<file path="src/rtl/fifo_sched_pkg.sv">
// Shared types for the FIFO round-robin read scheduler.
package fifo_sched_pkg;

    typedef enum logic [0:0] {
        IDLE  = 1'b0,
        GRANT = 1'b1
    } sched_state_t;

endpackage

</file>
<file path="src/rtl/rr_arbiter.sv">
// Combinational round-robin pick: first set request at or after ptr_i, wrapping mod N.
module rr_arbiter #(
    parameter int unsigned N = 4,
    localparam int unsigned IW = (N > 1) ? $clog2(N) : 1
) (
    input  logic [N-1:0]  req_i,
    input  logic [IW-1:0] ptr_i,
    output logic [IW-1:0] gnt_idx_o,
    output logic          gnt_vld_o
);

    logic [2*N-1:0] dbl;
    logic [2*N-1:0] mask;
    logic [2*N-1:0] masked;

    always_comb begin
        dbl       = {req_i, req_i};
        mask      = {(2*N){1'b1}} << ptr_i;
        masked    = dbl & mask;
        gnt_vld_o = |req_i;
        gnt_idx_o = '0;
        // Scan downwards so the lowest masked bit wins; the upper copy supplies the wrap.
        for (int i = 2*N-1; i >= 0; i--) begin
            if (masked[i]) begin
                gnt_idx_o = IW'(i % int'(N));
            end
        end
    end

endmodule

</file>
<file path="src/rtl/fifo_rr_scheduler.sv">
// Drains NUM_CH showahead FIFOs round-robin, in bursts of up to BURST_LEN words,
// onto a single registered valid/ready stream tagged with the source channel.
module fifo_rr_scheduler
    import fifo_sched_pkg::*;
#(
    parameter int unsigned NUM_CH    = 4,
    parameter int unsigned DWIDTH    = 32,
    parameter int unsigned BURST_LEN = 8,
    localparam int unsigned CH_W     = $clog2(NUM_CH)
) (
    input  logic                     clk_i,
    input  logic                     srst_n_i,
    input  logic [NUM_CH-1:0]        ch_empty_i,
    input  logic [NUM_CH*DWIDTH-1:0] ch_q_i,
    input  logic [NUM_CH-1:0]        ch_en_i,
    output logic [NUM_CH-1:0]        ch_rdreq_o,
    output logic [DWIDTH-1:0]        data_o,
    output logic [CH_W-1:0]          ch_id_o,
    output logic                     valid_o,
    input  logic                     ready_i,
    output logic                     busy_o
);

    localparam int unsigned CNT_W = $clog2(BURST_LEN + 1);
    localparam logic [CNT_W-1:0] LAST_CNT = CNT_W'(BURST_LEN - 1);
    localparam logic [CH_W-1:0]  LAST_CH  = CH_W'(NUM_CH - 1);

    sched_state_t      state_q, state_d;
    logic [CH_W-1:0]   gnt_q, gnt_d;
    logic [CH_W-1:0]   rr_ptr_q, rr_ptr_d;
    logic [CNT_W-1:0]  burst_cnt_q, burst_cnt_d;
    logic              valid_q, valid_d;
    logic [DWIDTH-1:0] data_q, data_d;
    logic [CH_W-1:0]   ch_id_q, ch_id_d;

    logic [NUM_CH-1:0] eligible;
    logic [CH_W-1:0]   arb_idx;
    logic              arb_vld;
    logic              gnt_ok;
    logic              can_pop;
    logic              pop;
    logic [DWIDTH-1:0] gnt_data;

    assign eligible = ch_en_i & ~ch_empty_i;

    rr_arbiter #(
        .N (NUM_CH)
    ) u_rr_arbiter (
        .req_i     (eligible),
        .ptr_i     (rr_ptr_q),
        .gnt_idx_o (arb_idx),
        .gnt_vld_o (arb_vld)
    );

    assign gnt_ok   = ch_en_i[gnt_q] & ~ch_empty_i[gnt_q];
    assign can_pop  = ~valid_q | ready_i;
    // Gating with reset keeps rdreq low combinationally while reset is held.
    assign pop      = (state_q == GRANT) & can_pop & gnt_ok & srst_n_i;
    assign gnt_data = ch_q_i[int'(gnt_q)*DWIDTH +: DWIDTH];

    always_comb begin
        ch_rdreq_o = '0;
        if (pop) begin
            ch_rdreq_o[gnt_q] = 1'b1;
        end
    end

    always_comb begin
        state_d     = state_q;
        gnt_d       = gnt_q;
        rr_ptr_d    = rr_ptr_q;
        burst_cnt_d = burst_cnt_q;
        valid_d     = valid_q;
        data_d      = data_q;
        ch_id_d     = ch_id_q;

        if (pop) begin
            data_d  = gnt_data;
            ch_id_d = gnt_q;
            valid_d = 1'b1;
        end else if (ready_i) begin
            valid_d = 1'b0;
        end

        unique case (state_q)
            IDLE: begin
                if (arb_vld) begin
                    gnt_d       = arb_idx;
                    burst_cnt_d = '0;
                    state_d     = GRANT;
                end
            end
            GRANT: begin
                if (pop) begin
                    burst_cnt_d = burst_cnt_q + 1'b1;
                end
                // An empty or disabled channel ends the grant even while the output stalls.
                if ((pop && (burst_cnt_q == LAST_CNT)) || !gnt_ok) begin
                    state_d  = IDLE;
                    rr_ptr_d = (gnt_q == LAST_CH) ? '0 : gnt_q + 1'b1;
                end
            end
            default: state_d = IDLE;
        endcase
    end

    always_ff @(posedge clk_i) begin
        if (!srst_n_i) begin
            state_q     <= IDLE;
            gnt_q       <= '0;
            rr_ptr_q    <= '0;
            burst_cnt_q <= '0;
            valid_q     <= 1'b0;
            data_q      <= '0;
            ch_id_q     <= '0;
        end else begin
            state_q     <= state_d;
            gnt_q       <= gnt_d;
            rr_ptr_q    <= rr_ptr_d;
            burst_cnt_q <= burst_cnt_d;
            valid_q     <= valid_d;
            data_q      <= data_d;
            ch_id_q     <= ch_id_d;
        end
    end

    assign data_o  = data_q;
    assign ch_id_o = ch_id_q;
    assign valid_o = valid_q;
    assign busy_o  = (state_q == GRANT);

endmodule

</file>
<file path="config.mk">
export PLATFORM = sky130hd
export DESIGN_NAME = fifo_rr_scheduler
export DESIGN_NICKNAME = d
export VERILOG_FILES = /design/src/rtl/fifo_sched_pkg.sv /design/src/rtl/rr_arbiter.sv /design/src/rtl/fifo_rr_scheduler.sv
export SDC_FILE = /design/constraint.sdc
export NUM_CORES = 1
export LEC_CHECK = 0
export BUFFER_PORTS_ARGS = -buffer_cell sky130_fd_sc_hd__buf_2
export CORE_MARGIN = 2
export CORE_UTILIZATION = 43
export CTS_BUF_LIST = sky130_fd_sc_hd__clkbuf_16
export DETAILED_ROUTE_END_ITERATION = 8
export MAX_ROUTING_LAYER = met4
export PLACE_DENSITY = 0.81
export SYNTH_ARGS = -nofsm -noshare
export SYNTH_HDL_FRONTEND = slang
export SYNTH_SLANG_ARGS = --single-unit
export TNS_END_PERCENT = 30
</file>
<file path="constraint.sdc">
create_clock -name clk_i -period 2.13 [get_ports clk_i]
set_input_delay 0.213 -clock clk_i [delete_from_list [all_inputs] [get_ports clk_i]]
set_output_delay 0.213 -clock clk_i [all_outputs]
set_load 0.005 [all_outputs]
</file>
==> results by group <==
Run status
  • Status: finished with violations
  • Failing checks: DRC

Synthesis
  • Synth warnings: 0
  • Synth area leader: dfxtp_1
  • EDFF count, synth: 0
  • Avg Synthesized Cell Area: a little under 10 um2
  • Fraction of registers with async set/reset: 0%
  • Top area cells in the synthesized netlist: dfxtp_1 (31%), mux2i_1 (14%), mux4_2 (13%)
  • Post-Syn Area: 2880 um2
  • Share of the synthesized area in the top cell type: 30.6%
  • Netlist cell types: 41
  • Top-count cell post-synth: dfxtp_1
  • Syn nets: 436
  • Synth cell count leaders: dfxtp_1 (44), mux2i_1 (40), nand3_1 (22)
  • Synth Register Bits: 44
  • Sequential fraction of the synthesis area: 30.6%
  • Main synth FF type: dfxtp_1
  • Gate Count Post-Synth: 292

Detailed routing
  • DRT Pass-1 Iters: 9
  • Routed Antenna Nets: 0
  • DRC: 11
  • Post-DR wirelength/cell: about 15 um
  • Routed wire length: between 8000 and 9000 um
  • Routed vias/inst: around 5.5
  • DR iter-0 viols: between 100 and 150
  • Via count: ~3,000

Critical path
  • Crit-path cells: inv_2 > mux4_2 > and3_1 > buf_2
  • Slowest-stage cell, CP: mux4_2
  • Startpoint Class: flip-flop
  • Critical path arrival: between 1.5 and 2 ns
  • CP Max Fanout: 12
  • Worst setup EP type: primary output
  • Critical path data required time: approximately 1.9 ns
  • Critical setup path kind: flip-flop to primary output
  • Slowest stage delay, CP: 0.64 ns

GRT
  • Vias in the first global route: between 3,000 and 4,000
  • Pin count of the biggest net entering global routing: 42
  • Global-route wire length before repair: 13,000 um
  • Initial antenna violation count: 0
  • Global route overflow: 0
  • All-Layer GR Usage: between 20% and 30%

Clocking
  • Clk Tree Root Cell: clkbuf_16
  • Post-CTS Hold Buffers: 0
  • PostCTS Resize Cnt: 0
  • # clock sinks: 44
  • Clock Pin Slew Worst Setup and Hold Paths: about 0.060 ns
  • Max H-tree Level: 2
  • CTS tree: yes
  • CTS Buffer Depth: 2
  • Setup bufs post-CTS: 0
  • TritonCTS Buffers: 5
  • Clk_lat worst skew: 0.28 ns

Cells and area
  • Fin util: a little over 60%
  • Design Area, Final: between 3000 and 4000 um2
  • Share of layout cells above drive strength 1: between 40% and 50%
  • Area occupied by multi-input gates: 1840 um2
  • Filler Cells Inserted: ~560
  • Layout Nets: 607
  • Count of non-filler cells in the finished layout: between 500 and 600
  • Synth-to-layout area growth: 38.9%
  • Antenna Cells: 0
  • Register area: between 800 and 900 um2

STA
  • Post-route clock period utilization: 94.7%
  • Hold_ws: around 0.35 ns
  • Worst slew pin tran: approximately 0.55 ns
  • Period minus WS final: between 2 and 2.5 ns
  • Final WS setup: approximately 0.11 ns
  • Final-report setup violation count: 0
  • RSZ-0062 raised after global routing: no
  • Clock Skews: approximately 0.0055 ns
  • Fmax: 496 MHz
  • Setup TNS: 0 ns
  • Slew HR: 63.3%
  • Slew Limit Fails: 0
  • Final hold violation count: 0

Placement
  • DP HPWL: 6540 um
  • Dpl ws: about 0.36 ns
  • GPL Wtd Cong: ~0.90
  • IO buf count: around 180
  • Dpl cells: approximately 530
  • Post-DP Area: 3830 um2

Floorplanning
  • Number of cell rows: 29
  • # IOs: between 150 and 200
  • Die W: between 80 and 90 um
  • Core area: about 6400 um2
  • Initial Util: 44.8%
  • Die area: approximately 7400 um2
  • Die height: between 80 and 90 um

Hold path
  • Min-delay worst type: input port to flip-flop

Pwr
  • Pwr Total: around 2.3 mW
  • Power density cells: around 580 nW/um2
  • Lkg Pwr: approximately 1.8 nW
  • Peak supply drop: between 0.2 and 0.3 mV

Run
  • Max Cap Violations: 0
==> final timing paths <==
check                                 from       endpoint  slack, ns  cells after the start
worst min-delay path            ch_q_i[83]     data_o[19]       0.35                      4
worst max-delay path              gnt_q[0]  ch_rdreq_o[2]       0.11                      4
worst min register to register  ch_id_o[1]     ch_id_o[1]       0.46                      2
worst max register to register    gnt_q[0]      data_o[4]       0.36                      5
==> cells in the final DEF (no fill, tap or decap), types with 2 or more instances in the layout <==
cell type	Yosys	layout
a21boi_1	18	18
and3b_1	3	3
dfxtp_1	44	43
o21ai_0	18	18
o2111ai_1	2	2
clkbuf_16	0	5
o21ai_1	2	2
o22ai_1	17	17
ha_1	5	5
inv_1	2	3
a21oi_1	17	17
buf_4	6	9
nor2_1	2	2
mux4_2	17	17
mux2i_1	40	40
buf_12	0	2
nand2_1	9	9
nor2b_1	4	4
nand3_1	22	22
and2_1	2	2
and3_1	5	5
nand2b_1	5	5
buf_2	8	178
o21a_1	18	18
==> cell type report <==
type                    instances  area share, %
multi-input cells             219           46.0
repair buffers                189           25.0
flip-flops and latches         44           22.1
clock buffers                   5           3.13
well taps                      77           2.41
clock inverters                 3          0.971
inverters                       4          0.376
==> worst max-delay path, delay by kind of cell (launching register included) <==
family	cells	cell delay, ns
buffers and inverters	2	0.24
DFF	1	0.40
muxes	1	0.64
and+or+nand+nor	1	0.23
==> power breakdown <==
group	total, mW	switching, mW	internal (mW)	leakage (nW)
sequential	0.881	0.0278	0.853	0.357
combinational	0.570	0.271	0.300	1.40
clock	0.852	0.305	0.547	0.0850
total	2.30	0.604	1.70	1.84
==> metal layers <==
layer	vias up	track usage (%)	share of wire [%]
met5	-	-	0
li1	1462	-	-
met3	9	4.43	7.1
met4	0	6.06	1.1
met2	136	43.7	53
met1	1393	23.2	38
==> cells by family after synthesis <==
family          after synthesis  synth area share, %
compound gates               98                 23.0
fa+ha+maj                     5                 2.18
buf+inv                      29                 5.48
mux                          57                 27.2
flops                        44                 30.6
simple gates                 59                 11.5
==> sequential cells by signal, summed over array words and instances, names as in the netlist <==
| name | flops |
|---|---|
| burst_cnt_q | 4 |
| busy_o | 1 |
| ch_id_o | 2 |
| data_o | 32 |
| gnt_q | 2 |
| rr_ptr_q | 2 |
| valid_o | 1 |
(Power assumes the default switching activity.)
